==> config.mk <==
export PLATFORM = sky130hd
export DESIGN_NAME = glyph_row_streamer_flat
export DESIGN_NICKNAME = d
export VERILOG_FILES = /design/src/rtl/glyph_row_streamer_if.sv /design/src/rtl/glyph_row_streamer.sv /design/src/flat_wrapper.sv
export SDC_FILE = /design/constraint.sdc
export NUM_CORES = 1
export LEC_CHECK = 0
export ABC_AREA = 1
export CORE_UTILIZATION = 40
export DETAILED_ROUTE_END_ITERATION = 8
export GPL_TIMING_DRIVEN = 0
export PLACE_DENSITY_LB_ADDON = 0.25
export SYNTH_ARGS = -nofsm -noshare
export SYNTH_HDL_FRONTEND = slang
export SYNTH_SLANG_ARGS = --single-unit
export TNS_END_PERCENT = 30
==> constraint.sdc <==
create_clock -name clk -period 6.9 [get_ports clk]
set_clock_uncertainty 0.15 [all_clocks]
set_input_delay 1.035 -clock clk [delete_from_list [all_inputs] [get_ports clk]]
set_output_delay 1.035 -clock clk [all_outputs]
set_load 0.01 [all_outputs]
==> src/rtl/glyph_row_streamer_if.sv <==
// Bus bundle for glyph_row_streamer: control, row-ROM port and pixel stream.
// Optional GLYPH_MIRROR_EN adds the mirror request bit.
interface glyph_row_streamer_if #(
    parameter int unsigned GLYPH_W = 25,
    parameter int unsigned GLYPH_H = 25,
    parameter int unsigned SEL_W   = 2
);
    localparam int unsigned AW = $clog2(GLYPH_H);
    localparam int unsigned XW = $clog2(GLYPH_W * 4);
    localparam int unsigned YW = $clog2(GLYPH_H * 4);

    logic             start;
    logic [SEL_W-1:0] glyph_sel;
    logic [1:0]       scale;
    logic             abort;
`ifdef GLYPH_MIRROR_EN
    logic             mirror;
`endif
    logic             row_rd;
    logic [SEL_W-1:0] row_glyph;
    logic [AW-1:0]    row_addr;
    logic [GLYPH_W-1:0] row_data;
    logic             pix_valid;
    logic             pix_ready;
    logic             pix_on;
    logic [XW-1:0]    pix_x;
    logic [YW-1:0]    pix_y;
    logic             pix_eol;
    logic             pix_eof;
    logic             busy;
    logic             done;

`ifdef GLYPH_MIRROR_EN
    modport master (
        input  start, glyph_sel, scale, abort, mirror, row_data, pix_ready,
        output row_rd, row_glyph, row_addr, pix_valid, pix_on, pix_x, pix_y,
               pix_eol, pix_eof, busy, done
    );
    modport slave (
        output start, glyph_sel, scale, abort, mirror, row_data, pix_ready,
        input  row_rd, row_glyph, row_addr, pix_valid, pix_on, pix_x, pix_y,
               pix_eol, pix_eof, busy, done
    );
`else
    modport master (
        input  start, glyph_sel, scale, abort, row_data, pix_ready,
        output row_rd, row_glyph, row_addr, pix_valid, pix_on, pix_x, pix_y,
               pix_eol, pix_eof, busy, done
    );
    modport slave (
        output start, glyph_sel, scale, abort, row_data, pix_ready,
        input  row_rd, row_glyph, row_addr, pix_valid, pix_on, pix_x, pix_y,
               pix_eol, pix_eof, busy, done
    );
`endif
endinterface

==> src/rtl/glyph_row_streamer.sv <==
// Streams one glyph from a 1-cycle-latency row ROM as a scaled raster pixel stream.
// Optional horizontal mirroring under GLYPH_MIRROR_EN.
module glyph_row_streamer #(
    parameter int unsigned GLYPH_W    = 25,
    parameter int unsigned GLYPH_H    = 25,
    parameter int unsigned NUM_GLYPHS = 4,
    parameter int unsigned SEL_W      = 2
) (
    input  logic clk,
    input  logic reset_n,
    glyph_row_streamer_if.master bus
);
    localparam int unsigned AW = $clog2(GLYPH_H);
    localparam int unsigned CW = $clog2(GLYPH_W);
    localparam int unsigned XW = $clog2(GLYPH_W * 4);
    localparam int unsigned YW = $clog2(GLYPH_H * 4);

    typedef enum logic [2:0] {S_IDLE, S_FETCH, S_LOAD, S_STREAM, S_DONE} state_t;

    state_t             state_q;
    logic [SEL_W-1:0]   sel_q;
    logic [1:0]         scale_q;
    logic               gvalid_q;
    logic [GLYPH_W-1:0] row_q;
    logic [CW-1:0]      sx_q;
    logic [1:0]         sxr_q;
    logic [AW-1:0]      sy_q;
    logic [1:0]         syr_q;
    logic [XW-1:0]      x_q;
    logic [YW-1:0]      y_q;
    logic               row_rd_q, pix_valid_q, pix_on_q, pix_eol_q, pix_eof_q;
    logic               busy_q, done_q;
`ifdef GLYPH_MIRROR_EN
    logic               mirror_q;
`endif

    logic [CW-1:0] sx_d;
    logic [1:0]    sxr_d;
    logic [AW-1:0] sy_d;
    logic [1:0]    syr_d;
    logic [XW-1:0] x_d;
    logic [YW-1:0] y_d;
    logic          refetch_d, eol_d, eof_d;
    logic          last_sx_rep, last_col, last_row_rep;

    function automatic logic at_eol(input logic [CW-1:0] sx, input logic [1:0] sxr,
                                    input logic [1:0] sc);
        return (sx == CW'(GLYPH_W - 1)) && (sxr == sc);
    endfunction

    function automatic logic at_eof(input logic [CW-1:0] sx, input logic [1:0] sxr,
                                    input logic [AW-1:0] sy, input logic [1:0] syr,
                                    input logic [1:0] sc);
        return at_eol(sx, sxr, sc) && (sy == AW'(GLYPH_H - 1)) && (syr == sc);
    endfunction

    // ROM bit 0 means ink; MSB is the leftmost source column.
    function automatic logic ink(input logic [GLYPH_W-1:0] row, input logic [CW-1:0] sx);
        logic [CW-1:0] idx;
`ifdef GLYPH_MIRROR_EN
        idx = mirror_q ? sx : CW'(GLYPH_W - 1) - sx;
`else
        idx = CW'(GLYPH_W - 1) - sx;
`endif
        return ~row[idx];
    endfunction

    // Position of the pixel following the current transfer; sub-counters replace x/S, y/S.
    always_comb begin
        last_sx_rep  = (sxr_q == scale_q);
        last_col     = last_sx_rep && (sx_q == CW'(GLYPH_W - 1));
        last_row_rep = (syr_q == scale_q);
        sx_d      = sx_q;
        sxr_d     = sxr_q + 2'd1;
        sy_d      = sy_q;
        syr_d     = syr_q;
        x_d       = x_q + XW'(1);
        y_d       = y_q;
        refetch_d = 1'b0;
        if (last_sx_rep) begin
            sxr_d = 2'd0;
            sx_d  = sx_q + CW'(1);
        end
        if (last_col) begin
            sx_d  = '0;
            sxr_d = 2'd0;
            x_d   = '0;
            y_d   = y_q + YW'(1);
            if (last_row_rep) begin
                syr_d     = 2'd0;
                sy_d      = sy_q + AW'(1);
                refetch_d = gvalid_q;
            end else begin
                syr_d = syr_q + 2'd1;
            end
        end
        eol_d = at_eol(sx_d, sxr_d, scale_q);
        eof_d = at_eof(sx_d, sxr_d, sy_d, syr_d, scale_q);
    end

    always_ff @(posedge clk or negedge reset_n) begin
        if (!reset_n) begin
            state_q     <= S_IDLE;
            sel_q       <= '0;
            scale_q     <= 2'd0;
            gvalid_q    <= 1'b0;
            row_q       <= '0;
            sx_q        <= '0;
            sxr_q       <= 2'd0;
            sy_q        <= '0;
            syr_q       <= 2'd0;
            x_q         <= '0;
            y_q         <= '0;
            row_rd_q    <= 1'b0;
            pix_valid_q <= 1'b0;
            pix_on_q    <= 1'b0;
            pix_eol_q   <= 1'b0;
            pix_eof_q   <= 1'b0;
            busy_q      <= 1'b0;
            done_q      <= 1'b0;
`ifdef GLYPH_MIRROR_EN
            mirror_q    <= 1'b0;
`endif
        end else begin
            row_rd_q <= 1'b0;
            done_q   <= 1'b0;
            if (state_q != S_IDLE && bus.abort) begin
                state_q     <= S_IDLE;
                pix_valid_q <= 1'b0;
                pix_on_q    <= 1'b0;
                pix_eol_q   <= 1'b0;
                pix_eof_q   <= 1'b0;
                busy_q      <= 1'b0;
            end else begin
                case (state_q)
                    S_IDLE: begin
                        if (bus.start && !bus.abort) begin
                            sel_q   <= bus.glyph_sel;
                            scale_q <= bus.scale;
`ifdef GLYPH_MIRROR_EN
                            mirror_q <= bus.mirror;
`endif
                            sx_q    <= '0;
                            sxr_q   <= 2'd0;
                            sy_q    <= '0;
                            syr_q   <= 2'd0;
                            x_q     <= '0;
                            y_q     <= '0;
                            busy_q  <= 1'b1;
                            if (32'(bus.glyph_sel) < NUM_GLYPHS) begin
                                gvalid_q <= 1'b1;
                                row_rd_q <= 1'b1;
                                state_q  <= S_FETCH;
                            end else begin
                                // Unknown glyph: blank frame, no ROM traffic.
                                gvalid_q    <= 1'b0;
                                row_q       <= '1;
                                pix_valid_q <= 1'b1;
                                pix_on_q    <= 1'b0;
                                pix_eol_q   <= at_eol('0, 2'd0, bus.scale);
                                pix_eof_q   <= at_eof('0, 2'd0, '0, 2'd0, bus.scale);
                                state_q     <= S_STREAM;
                            end
                        end
                    end
                    S_FETCH: state_q <= S_LOAD;
                    S_LOAD: begin
                        row_q       <= bus.row_data;
                        pix_valid_q <= 1'b1;
                        pix_on_q    <= ink(bus.row_data, sx_q);
                        pix_eol_q   <= at_eol(sx_q, sxr_q, scale_q);
                        pix_eof_q   <= at_eof(sx_q, sxr_q, sy_q, syr_q, scale_q);
                        state_q     <= S_STREAM;
                    end
                    S_STREAM: begin
                        if (pix_valid_q && bus.pix_ready) begin
                            if (pix_eof_q) begin
                                pix_valid_q <= 1'b0;
                                pix_eol_q   <= 1'b0;
                                pix_eof_q   <= 1'b0;
                                done_q      <= 1'b1;
                                state_q     <= S_DONE;
                            end else begin
                                sx_q  <= sx_d;
                                sxr_q <= sxr_d;
                                sy_q  <= sy_d;
                                syr_q <= syr_d;
                                x_q   <= x_d;
                                y_q   <= y_d;
                                if (refetch_d) begin
                                    pix_valid_q <= 1'b0;
                                    pix_eol_q   <= 1'b0;
                                    pix_eof_q   <= 1'b0;
                                    row_rd_q    <= 1'b1;
                                    state_q     <= S_FETCH;
                                end else begin
                                    pix_on_q  <= ink(row_q, sx_d);
                                    pix_eol_q <= eol_d;
                                    pix_eof_q <= eof_d;
                                end
                            end
                        end
                    end
                    S_DONE: begin
                        busy_q  <= 1'b0;
                        state_q <= S_IDLE;
                    end
                    default: state_q <= S_IDLE;
                endcase
            end
        end
    end

    assign bus.row_rd    = row_rd_q;
    assign bus.row_glyph = sel_q;
    assign bus.row_addr  = sy_q;
    assign bus.pix_valid = pix_valid_q;
    assign bus.pix_on    = pix_on_q;
    assign bus.pix_x     = x_q;
    assign bus.pix_y     = y_q;
    assign bus.pix_eol   = pix_eol_q;
    assign bus.pix_eof   = pix_eof_q;
    assign bus.busy      = busy_q;
    assign bus.done      = done_q;
endmodule

==> src/flat_wrapper.sv <==
// flat-port wrapper written by rule: the top's interface ports become plain ports
module glyph_row_streamer_flat 
#(
    parameter int unsigned GLYPH_W    = 25,
    parameter int unsigned GLYPH_H    = 25,
    parameter int unsigned NUM_GLYPHS = 4,
    parameter int unsigned SEL_W      = 2
)
  (clk, reset_n, bus_start, bus_glyph_sel, bus_scale, bus_abort, bus_row_data, bus_pix_ready, bus_row_rd, bus_row_glyph, bus_row_addr, bus_pix_valid, bus_pix_on, bus_pix_x, bus_pix_y, bus_pix_eol, bus_pix_eof, bus_busy, bus_done);
  glyph_row_streamer_if #(.GLYPH_W(GLYPH_W), .GLYPH_H(GLYPH_H), .SEL_W(SEL_W)) bus_i ();
  input  logic clk;
  input  logic reset_n;
  input wire logic [$bits(bus_i.start)-1:0] bus_start;
  input wire logic [$bits(bus_i.glyph_sel)-1:0] bus_glyph_sel;
  input wire logic [$bits(bus_i.scale)-1:0] bus_scale;
  input wire logic [$bits(bus_i.abort)-1:0] bus_abort;
  input wire logic [$bits(bus_i.row_data)-1:0] bus_row_data;
  input wire logic [$bits(bus_i.pix_ready)-1:0] bus_pix_ready;
  output wire logic [$bits(bus_i.row_rd)-1:0] bus_row_rd;
  output wire logic [$bits(bus_i.row_glyph)-1:0] bus_row_glyph;
  output wire logic [$bits(bus_i.row_addr)-1:0] bus_row_addr;
  output wire logic [$bits(bus_i.pix_valid)-1:0] bus_pix_valid;
  output wire logic [$bits(bus_i.pix_on)-1:0] bus_pix_on;
  output wire logic [$bits(bus_i.pix_x)-1:0] bus_pix_x;
  output wire logic [$bits(bus_i.pix_y)-1:0] bus_pix_y;
  output wire logic [$bits(bus_i.pix_eol)-1:0] bus_pix_eol;
  output wire logic [$bits(bus_i.pix_eof)-1:0] bus_pix_eof;
  output wire logic [$bits(bus_i.busy)-1:0] bus_busy;
  output wire logic [$bits(bus_i.done)-1:0] bus_done;
  assign bus_i.start = bus_start;
  assign bus_i.glyph_sel = bus_glyph_sel;
  assign bus_i.scale = bus_scale;
  assign bus_i.abort = bus_abort;
  assign bus_i.row_data = bus_row_data;
  assign bus_i.pix_ready = bus_pix_ready;
  assign bus_row_rd = bus_i.row_rd;
  assign bus_row_glyph = bus_i.row_glyph;
  assign bus_row_addr = bus_i.row_addr;
  assign bus_pix_valid = bus_i.pix_valid;
  assign bus_pix_on = bus_i.pix_on;
  assign bus_pix_x = bus_i.pix_x;
  assign bus_pix_y = bus_i.pix_y;
  assign bus_pix_eol = bus_i.pix_eol;
  assign bus_pix_eof = bus_i.pix_eof;
  assign bus_busy = bus_i.busy;
  assign bus_done = bus_i.done;
  glyph_row_streamer #(.GLYPH_W(GLYPH_W), .GLYPH_H(GLYPH_H), .NUM_GLYPHS(NUM_GLYPHS), .SEL_W(SEL_W)) u_core (.clk(clk), .reset_n(reset_n), .bus(bus_i));
endmodule
Word-level counts from Yosys, hierarchy flattened
Index checks and enable logic that the tools add are counted.

Register bits after elaboration: 68. Input bits: 34. Output and inout bits: 28. Logic and storage cells: 152.

Add/sub/neg operators: 8. $lt $le $gt $ge: 2. Equality and inequality tests: 21. Muxes and demuxes: 76. Bitwise operators: 3. Reduce and logical (&&, ||, !) cells: 24.

Operator list (count): 2-to-1 mux 7 bit (7); 2-to-1 mux 5 bit (9); 2-to-1 mux 1 bit (31); one-hot mux 7 bit (2 select lines) (2); == test 5 bit (second input constant) (4); one-hot mux 5 bit (2 select lines) (2); 2-to-1 mux 2 bit (9); 2-to-1 mux 3 bit (5); adder 7 x 1 -> 7 bit (second input constant) (2); less-than comparator 5 x 6 -> 1 bit (second input constant) (2); one-hot mux 1 bit (2 select lines) (6); one-hot mux 3 bit (4 select lines) (1); adder 5 x 1 -> 5 bit (second input constant) (2); binary-select mux 1 bit (select 5 bit) (2); subtractor 5 bit (first input constant) (2); logical AND 1 bit (9); AND reduction 3 bit (3); nonzero test 3 bit (3); == test 2 bit (4); one-hot mux 2 bit (2 select lines) (2); == test 3 x 2 -> 1 bit (second input constant) (2); != test 2 x 1 -> 1 bit (second input constant) (3); != test 3 x 1 -> 1 bit (second input constant) (2); != test 3 bit (second input constant) (2); 13 further kinds (18).

Depth between registers and ports, before layout
Gate-level depths: netlist of the first run.

Word-level depth: 12. Gate-level depth with buffers: 20. Depth with buffers taken out: 17.

Worst setup path after synthesis of the first run
OpenSTA, ideal clock, no wires.

Path type: reg-to-reg. Start: reg u_core.sx_q[0]. End: reg u_core.pix_on_q, in the netlist u_core.bus.pix_on. Setup time: 0.123 ns. Arrival time: 2.790 ns. Required time: 6.627 ns. Slack: 3.837 ns. Stages on the path, launching flop included: 21. Path buffers: 3. Clock period less this slack: 3.063 ns. Cell sequence: dfrtp_1 -> buf_2 -> inv_1 -> clkbuf_1 -> ha_1 -> nand2_1 -> nor2_4 -> nand3_4 -> nand3_1 -> buf_4 -> ha_1 -> inv_1 -> nand3_1 -> inv_1 -> nand2_1 -> nand2_1 -> nand3_1 -> nor2_1 -> nor2_1 -> nand2_1 -> a21oi_1.

Longest elaborated chain between the ends: 12. Elaborated cells between the ends (all ways): 21. Those cells by class: add/sub (3); eq/ne (2); mux (12); bitwise (2); reduce/logical (2).

Ends and longest elaborated chain: from (decl) (line glyph_row_streamer.sv:25) `logic [CW-1:0] sx_q;`; from (signal assigned) (line glyph_row_streamer.sv:108) `sx_q <= '0;`; from (signal assigned) (line glyph_row_streamer.sv:143) `sx_q <= '0;`; from (signal assigned) (line glyph_row_streamer.sv:184) `sx_q <= sx_d;`; adder 5 x 1 -> 5 bit / == test 5 bit (equally long branches) (line glyph_row_streamer.sv:82, glyph_row_streamer.sv:71); 2-to-1 mux 5 bit / logical AND 1 bit (equally long branches) (line glyph_row_streamer.sv:80, glyph_row_streamer.sv:71); 2-to-1 mux 5 bit (line glyph_row_streamer.sv:84) `if (last_col) begin`; subtractor 5 bit (line glyph_row_streamer.sv:63) `idx = CW'(GLYPH_W - 1) - sx;`; binary-select mux 1 bit (select 5 bit) (line glyph_row_streamer.sv:65) `return ~row[idx];`; 2-to-1 mux 1 bit (implied by the code) (line glyph_row_streamer.sv:65); NOT 1 bit (line glyph_row_streamer.sv:65); 2-to-1 mux 1 bit (line glyph_row_streamer.sv:190) `if (refetch_d) begin`; 2-to-1 mux 1 bit (line glyph_row_streamer.sv:177) `if (pix_eof_q) begin`; 2-to-1 mux 1 bit (line glyph_row_streamer.sv:176) `if (pix_valid_q && bus.pix_ready) begin`; one-hot mux 1 bit (2 select lines) (line glyph_row_streamer.sv:135) `case (state_q)`; 2-to-1 mux 1 bit (line glyph_row_streamer.sv:127) `if (state_q != S_IDLE && bus.abort) begin`; to (signal assigned) (line glyph_row_streamer.sv:170) `pix_on_q <= ink(bus.row_data, sx_q);`; to (signal assigned) (line glyph_row_streamer.sv:197) `pix_on_q <= ink(row_q, sx_d);`; to (decl) (line glyph_row_streamer.sv:31) `logic row_rd_q, pix_valid_q, pix_on_q, pix_eol_q, pix_eof_q;`.

Several ways; a longest one is shown, not always the timed one. The select of a mux whose other input is x is not followed. A chain may end at the register's enable or synchronous reset.

Worst setup path in the final report of the first run
Ends and elaborated chain as after synthesis.

==> results of run 1 <==
cell type report:
type                       instances  area share [%]
buffer                            16            2.17
clock inverter                     6            1.26
timing repair buffer              61            12.0
sequential                        68            33.6
tap                              133            3.29
inverter                          83            6.15
multi-input combinational        362            38.8
clock buffer                      10            2.72
logic make-up (layout without fill, tap and decap cells):
logic type,count (synthesis),count (layout),share of synthesized area (%)
compound gates,109,109,14.2
xor+xnor,12,12,2.57
fa+ha+maj,7,7,2.14
buf+inv,99,176,10.3
flops,68,68,41.6
mux,4,4,1.47
simple gates,230,230,27.6
per-stage QoR:
stage	hold WS, ns	worst slack (ns)
floorplan	0.303	3.84
global placement	0.307	2.24
detailed placement	0.327	3.11
CTS	0.344	3.09
global route	0.368	2.84
finish	0.338	3.04
worst max-delay path: cells and delay by family (launching register included):
family | cells | cell delay (ns)
compound gates | 2 | 0.35
fa+ha+maj | 2 | 0.67
buf+inv | 7 | 1.59
flops | 1 | 0.38
simple gates | 8 | 0.60
per-layer routing:
metal / GRT usage, % / up-vias / wire, um
met3: 4.14 / 16 / 418
met4: 7.69 / 0 / 175
met5: 0 / - / 0
met1: 24.6 / 1792 / 4530
li1: - / 1884 / -
met2: 36.8 / 98 / 5050
worst max path at each step:
| stage | slack, ns | cells after the start | to |
|---|---|---|---|
| after floorplan | 3.84 | 20 | u_core.bus.pix_on$_DFFE_PN0P_ |
| after global placement | 2.24 | 1 | u_core.row_q[19]$_DFFE_PN0P_ |
| after detailed placement | 3.11 | 19 | u_core.bus.pix_on$_DFFE_PN0P_ |
| after CTS | 3.09 | 19 | u_core.bus.pix_on$_DFFE_PN0P_ |
| after global routing | 2.84 | 19 | u_core.bus.pix_on$_DFFE_PN0P_ |
| final | 3.04 | 19 | u_core.bus.pix_on$_DFFE_PN0P_ |
synthesized netlist by cell type (3+ instances only):
cell type    n  area [um^2]
nor2_2       4         25.0
buf_2        4         20.0
clkbuf_1     5         18.8
a21oi_1     40          200
o21ai_0     42          210
mux2_4       4         60.1
o21ai_1      9         45.0
nand3_1     37          185
ha_1         7         87.6
nand2_1    103          387
xor2_1      10         87.6
o22ai_1      7         43.8
nand4_1     17          106
inv_2        9         33.8
buf_6        5         56.3
nor2_4       3         33.8
nor2_1      37          139
dfrtp_1     68         1700
a31oi_1      3         18.8
inv_1       74          278
nor3_1       6         30.0
nand2_2      9         56.3
report_power, final:
part	leakage, uW	total, uW	switching, uW	internal [uW]
Clock	0.0000983	335	159	176
Combinational	0.00147	1520	971	553
Sequential	0.000865	610	83.3	527
sequential cells by signal (all words and copies together), names as in the netlist:
| signal | count |
|---|---|
| u_core.bus.pix_valid | 1 |
| u_core.bus.row_glyph | 2 |
| u_core.bus.pix_on | 1 |
| u_core.bus.pix_y | 7 |
| u_core.state_q | 3 |
| u_core.scale_q | 2 |
| u_core.bus.done | 1 |
| u_core.gvalid_q | 1 |
| u_core.sx_q | 5 |
| u_core.bus.pix_x | 7 |
| u_core.bus.busy | 1 |
| u_core.bus.row_rd | 1 |
| u_core.row_q | 25 |
| u_core.bus.row_addr | 5 |
| u_core.syr_q | 2 |
| u_core.bus.pix_eof | 1 |
| u_core.sxr_q | 2 |
| u_core.bus.pix_eol | 1 |
==> impl_metrics.json, run 1 <==
{
  "status": "completed",
  "syn-instance-count": 529,
  "worstSetupStartpoint": "u_core.sx_q[0]$_DFFE_PN0P_",
  "final_cells": 739,
  "grt_pass1_vias": 3729,
  "ir_drop_v": 0.000213,
  "grt_pass1_wl_um": 16900,
  "r2r-end": "u_core.bus.pix_on$_DFFE_PN0P_",
  "syn_nets": 570,
  "rsz0062_at_grt": "no",
  "clk_path_buf_depth": 2,
  "netlist_area_um2": 4090,
  "vias_per_cell": 5.13,
  "min_path_cells": 2,
  "place_inst": 723,
  "leakage_uw": 0.00243,
  "post-cts-setup-buffers": 0,
  "gp_congestion": 0.858,
  "initial_core_util_pct": 41.6,
  "grt_antenna_before_repair": 0,
  "clkLatencyLatePin_ns": 0.34,
  "die_h_um": 103,
  "report.final.slew_viol_count": 0,
  "fmax_mhz": 259,
  "drv_cap": 0,
  "finalCritPeriodShare_pct": 55.9,
  "placed_cell_area_um2": 4860,
  "relSlewSlack_pct": 41.9,
  "hp-class": "flop to flop",
  "rrSetupSlack_ns": 3.04,
  "cts_root_buffer": "clkbuf_8",
  "cp_common_cell": "inv_1",
  "synth_flop_cell": "dfrtp_1",
  "min_to": "u_core.bus.row_glyph[1]$_DFFE_PN0P_",
  "dr.pass1.iters": 4,
  "max_stage_delay_ns": 0.41,
  "setup_viol": 0,
  "grt_usage_pct": 20.7,
  "ctsResizeCount": 0,
  "worstPathRequired_ns": 6.98,
  "synth_edf_count": 0,
  "dr_total_vias": 3790,
  "finalHoldViolations": 0,
  "critPathMaxFanout": 10,
  "design_area_um2": 5060,
  "pin_count": 62,
  "nNetsFinal": 642,
  "numPortBuffers": 61,
  "cp.arrival_ns": 3.94,
  "dp_hpwl_um": 7700,
  "clock_sinks": 68,
  "nFillCells": 1000,
  "grt_max_degree": 69,
  "ff2ff_path_depth": 19,
  "seq_area_frac_synth_pct": 41.6,
  "slowest_stage": "clkbuf_1",
  "regArea_um2": 1700,
  "synth-seq-cells": 68,
  "crit_type": "flop to flop",
  "worstMarginPinSlew_ns": 0.872,
  "rows": 36,
  "power_uw": 2470,
  "clkTransAtPathRegs_ns": 0.08,
  "cts_tree": "built",
  "htreeDepth": 3,
  "end_kind": "flop",
  "fin_tns_setup_ns": 0,
  "avgSynthCellArea_um2": 7.72,
  "cts_buffers": 9,
  "hp-start": "u_core.bus.row_glyph[1]$_DFFE_PN0P_",
  "dieWidth_um": 103,
  "start_kind": "flop",
  "antenna_cells": 0,
  "p_per_area_nw_per_um2": 488,
  "ant_nets": 0,
  "ys_types": 39,
  "period_needed_ns": 3.86,
  "final_cell_mix": "nand2_1 (103), inv_1 (74), dfrtp_1 (68)",
  "grt_overflow": 0,
  "cts_hold_buf": 0,
  "layout_commonest_cell": "nand2_1",
  "drc_errors": 0,
  "ys_warn_count": 0,
  "core-area_um2": 9820,
  "syn2layout_area_growth_pct": 23.9,
  "multi_input_area_um2": 1960,
  "drtIter0Drc": 125,
  "drive_gt1_share_pct": 11.1,
  "finish.utilization_pct": 51.6,
  "routedWlPerCell_um": 13.8,
  "synthArstFlopShare_pct": 100,
  "dieArea_um2": 10600,
  "timing.rr.start": "u_core.sx_q[0]$_DFFE_PN0P_",
  "critical_path.cell_chain": "buf_2, inv_1, clkbuf_1, ha_1, clkbuf_1, inv_1, nor2_1, o21ai_1, ha_1, inv_1, nand3_1, inv_1, nand2_1, nand2_1, nand3_1, nor2_1, nor2_1, nand2_1, a21oi_1",
  "wirelength_um": 10200
}
Power figures use the tool's default switching activity.
==> run 2: changes to the inputs <==
==> constraint.sdc (replaced) <==
create_clock -name clk -period 3.1 [get_ports clk]
set_clock_uncertainty 0.15 [all_clocks]
set_input_delay 0.465 -clock clk [delete_from_list [all_inputs] [get_ports clk]]
set_output_delay 0.465 -clock clk [all_outputs]
set_load 0.01 [all_outputs]
==> impl_metrics.json, run 2 (synthesis results as in run 1) <==
{
  "period_needed_ns": 2.95,
  "fmax_mhz": 338,
  "vias_per_cell": 5.19,
  "cp_top_family": "adder cells",
  "grt_pass1_vias": 3772,
  "grt_usage_pct": 20.9,
  "met1_usage_pct": 24.7,
  "rrSetupSlack_ns": 0.15,
  "clk_path_buf_depth": 2,
  "slowest_stage": "ha_2",
  "final_cell_mix": "nand2_1 (103), inv_1 (71), dfrtp_1 (68)",
  "grt_pass1_wl_um": 17100,
  "initial_core_util_pct": 41.6,
  "timing.final.ws_setup_ns": 0.145,
  "report.final.slew_viol_count": 0,
  "gp_congestion": 0.858,
  "grt_use_met2_pct": 37.3,
  "syn2layout_area_growth_pct": 25.5,
  "crit_buf_inv": 5,
  "dr.pass1.iters": 5,
  "top_register": "u_core.row_q",
  "cts_buffers": 9,
  "end_kind": "flop",
  "p_per_area_nw_per_um2": 1120,
  "drtIter0Drc": 140,
  "largest_reg_flops": 25,
  "crit_type": "flop to flop",
  "routedWlPerCell_um": 13.9,
  "rsz0062_at_grt": "no",
  "cts_root_buffer": "clkbuf_8",
  "grt_overflow": 0,
  "start_kind": "flop",
  "drc_errors": 0,
  "cts_tree": "built",
  "layout_commonest_cell": "nand2_1",
  "die_h_um": 103,
  "worstMarginPinSlew_ns": 0.872,
  "clkTransAtPathRegs_ns": 0.08,
  "finish.utilization_pct": 52.2,
  "htreeDepth": 3,
  "numPortBuffers": 61,
  "design_area_um2": 5130,
  "ant_nets": 0,
  "relSlewSlack_pct": 41.9,
  "clock_sinks": 68,
  "grt_max_degree": 69,
  "cts_hold_buf": 0,
  "nNetsFinal": 644,
  "top_usage_layer": "met2",
  "use_met3_pct": 4.14,
  "leakage_uw": 0.00245,
  "post-place-ws_ns": -0.694,
  "dp_hpwl_um": 7700,
  "grt_antenna_before_repair": 0,
  "max_stage_delay_ns": 0.42,
  "clkLatencyLatePin_ns": 0.34,
  "rows": 36,
  "cp.arrival_ns": 3.04,
  "dieArea_um2": 10600,
  "status": "completed",
  "dieWidth_um": 103,
  "multi_input_area_um2": 1990,
  "critical_path.cell_chain": "clkbuf_4, inv_4, buf_6, ha_4, clkinvlp_4, nor2_1, o21ai_2, ha_2, inv_4, a21oi_1, o21ai_0, nand2_1, nor2_1, nor2_1, nor2_1, nand2_1, a21oi_1",
  "hp-class": "primary input to async pin",
  "antenna_cells": 0,
  "dr_total_vias": 3843,
  "drv_cap": 0,
  "ir_drop_v": 0.000570,
  "core-area_um2": 9820,
  "critPathMaxFanout": 10,
  "setup_viol": 0,
  "pin_count": 62,
  "finalCritPeriodShare_pct": 95.3,
  "regArea_um2": 1700,
  "cp_common_cell": "nor2_1",
  "drive_gt1_share_pct": 12.8,
  "wirelength_um": 10300,
  "placed_cell_area_um2": 4860,
  "worstPathRequired_ns": 3.19,
  "nFillCells": 996,
  "finalHoldViolations": 0
}
==> run 2: cell types whose count changed in the layout (fill, tap and decap cells not counted), moves of 2 or more <==
cell and delta:
buf_6 +2, inv_4 +2, buf_4 +2, clkbuf_1 -2, inv_1 -3, ha_1 -2
==> run 2: report_power, final <==
group,switching (uW),internal (uW),leakage [uW]
Sequential,185,1170,0.000865
Clock,356,392,0.0000983
Combinational,2240,1390,0.00149
==> run 2: routing by layer <==
layer	vias up	part of all wire [%]
met5	-	0
met4	0	1.9
met3	18	4.7
met2	120	50
met1	1817	44
li1	1888	-
==> run 2: worst paths after layout <==
kind                                                startpoint                             endpoint  cells after the start
setup / recovery                    u_core.sx_q[0]$_DFFE_PN0P_        u_core.bus.pix_on$_DFFE_PN0P_                     17
hold reg to reg            u_core.bus.row_glyph[1]$_DFFE_PN0P_  u_core.bus.row_glyph[1]$_DFFE_PN0P_                      2
setup reg to reg                    u_core.sx_q[0]$_DFFE_PN0P_        u_core.bus.pix_on$_DFFE_PN0P_                     17
hold / removal                                         reset_n   u_core.bus.row_addr[1]$_DFFE_PN0P_                      1
max in group asynchronous                              reset_n         u_core.row_q[22]$_DFFE_PN0P_                      1
min in group clk           u_core.bus.row_glyph[1]$_DFFE_PN0P_  u_core.bus.row_glyph[1]$_DFFE_PN0P_                      2
==> run 2: timing repair <==
action / 4_1_cts / 5_1_grt
buffers inserted: 3 / 0
resized for setup: 8 / 8
endpoints found under the setup margin: 28 / 17
==> run 2: final cells by class <==
class                      count  share of cell area, %
tap                          133                   3.25
inverter                      83                   6.25
clock buffer                  10                   2.68
buffer                        15                   2.34
multi-input combinational    362                   38.8
sequential                    68                   33.2
timing repair buffer          64                   12.3
clock inverter                 6                   1.24
==> run 2: metrics by stage <==
step	setup TNS (ns)	cells	total power, uW	hold slack, ns
after floorplan	0	529	3820	0.0194
after global placement	-70.35	723	4670	0.307
after detailed placement	-3.78	723	4740	0.327
after CTS	0	741	5660	0.125
after global routing	0	741	6240	0.169
final	0	741	5730	0.0890
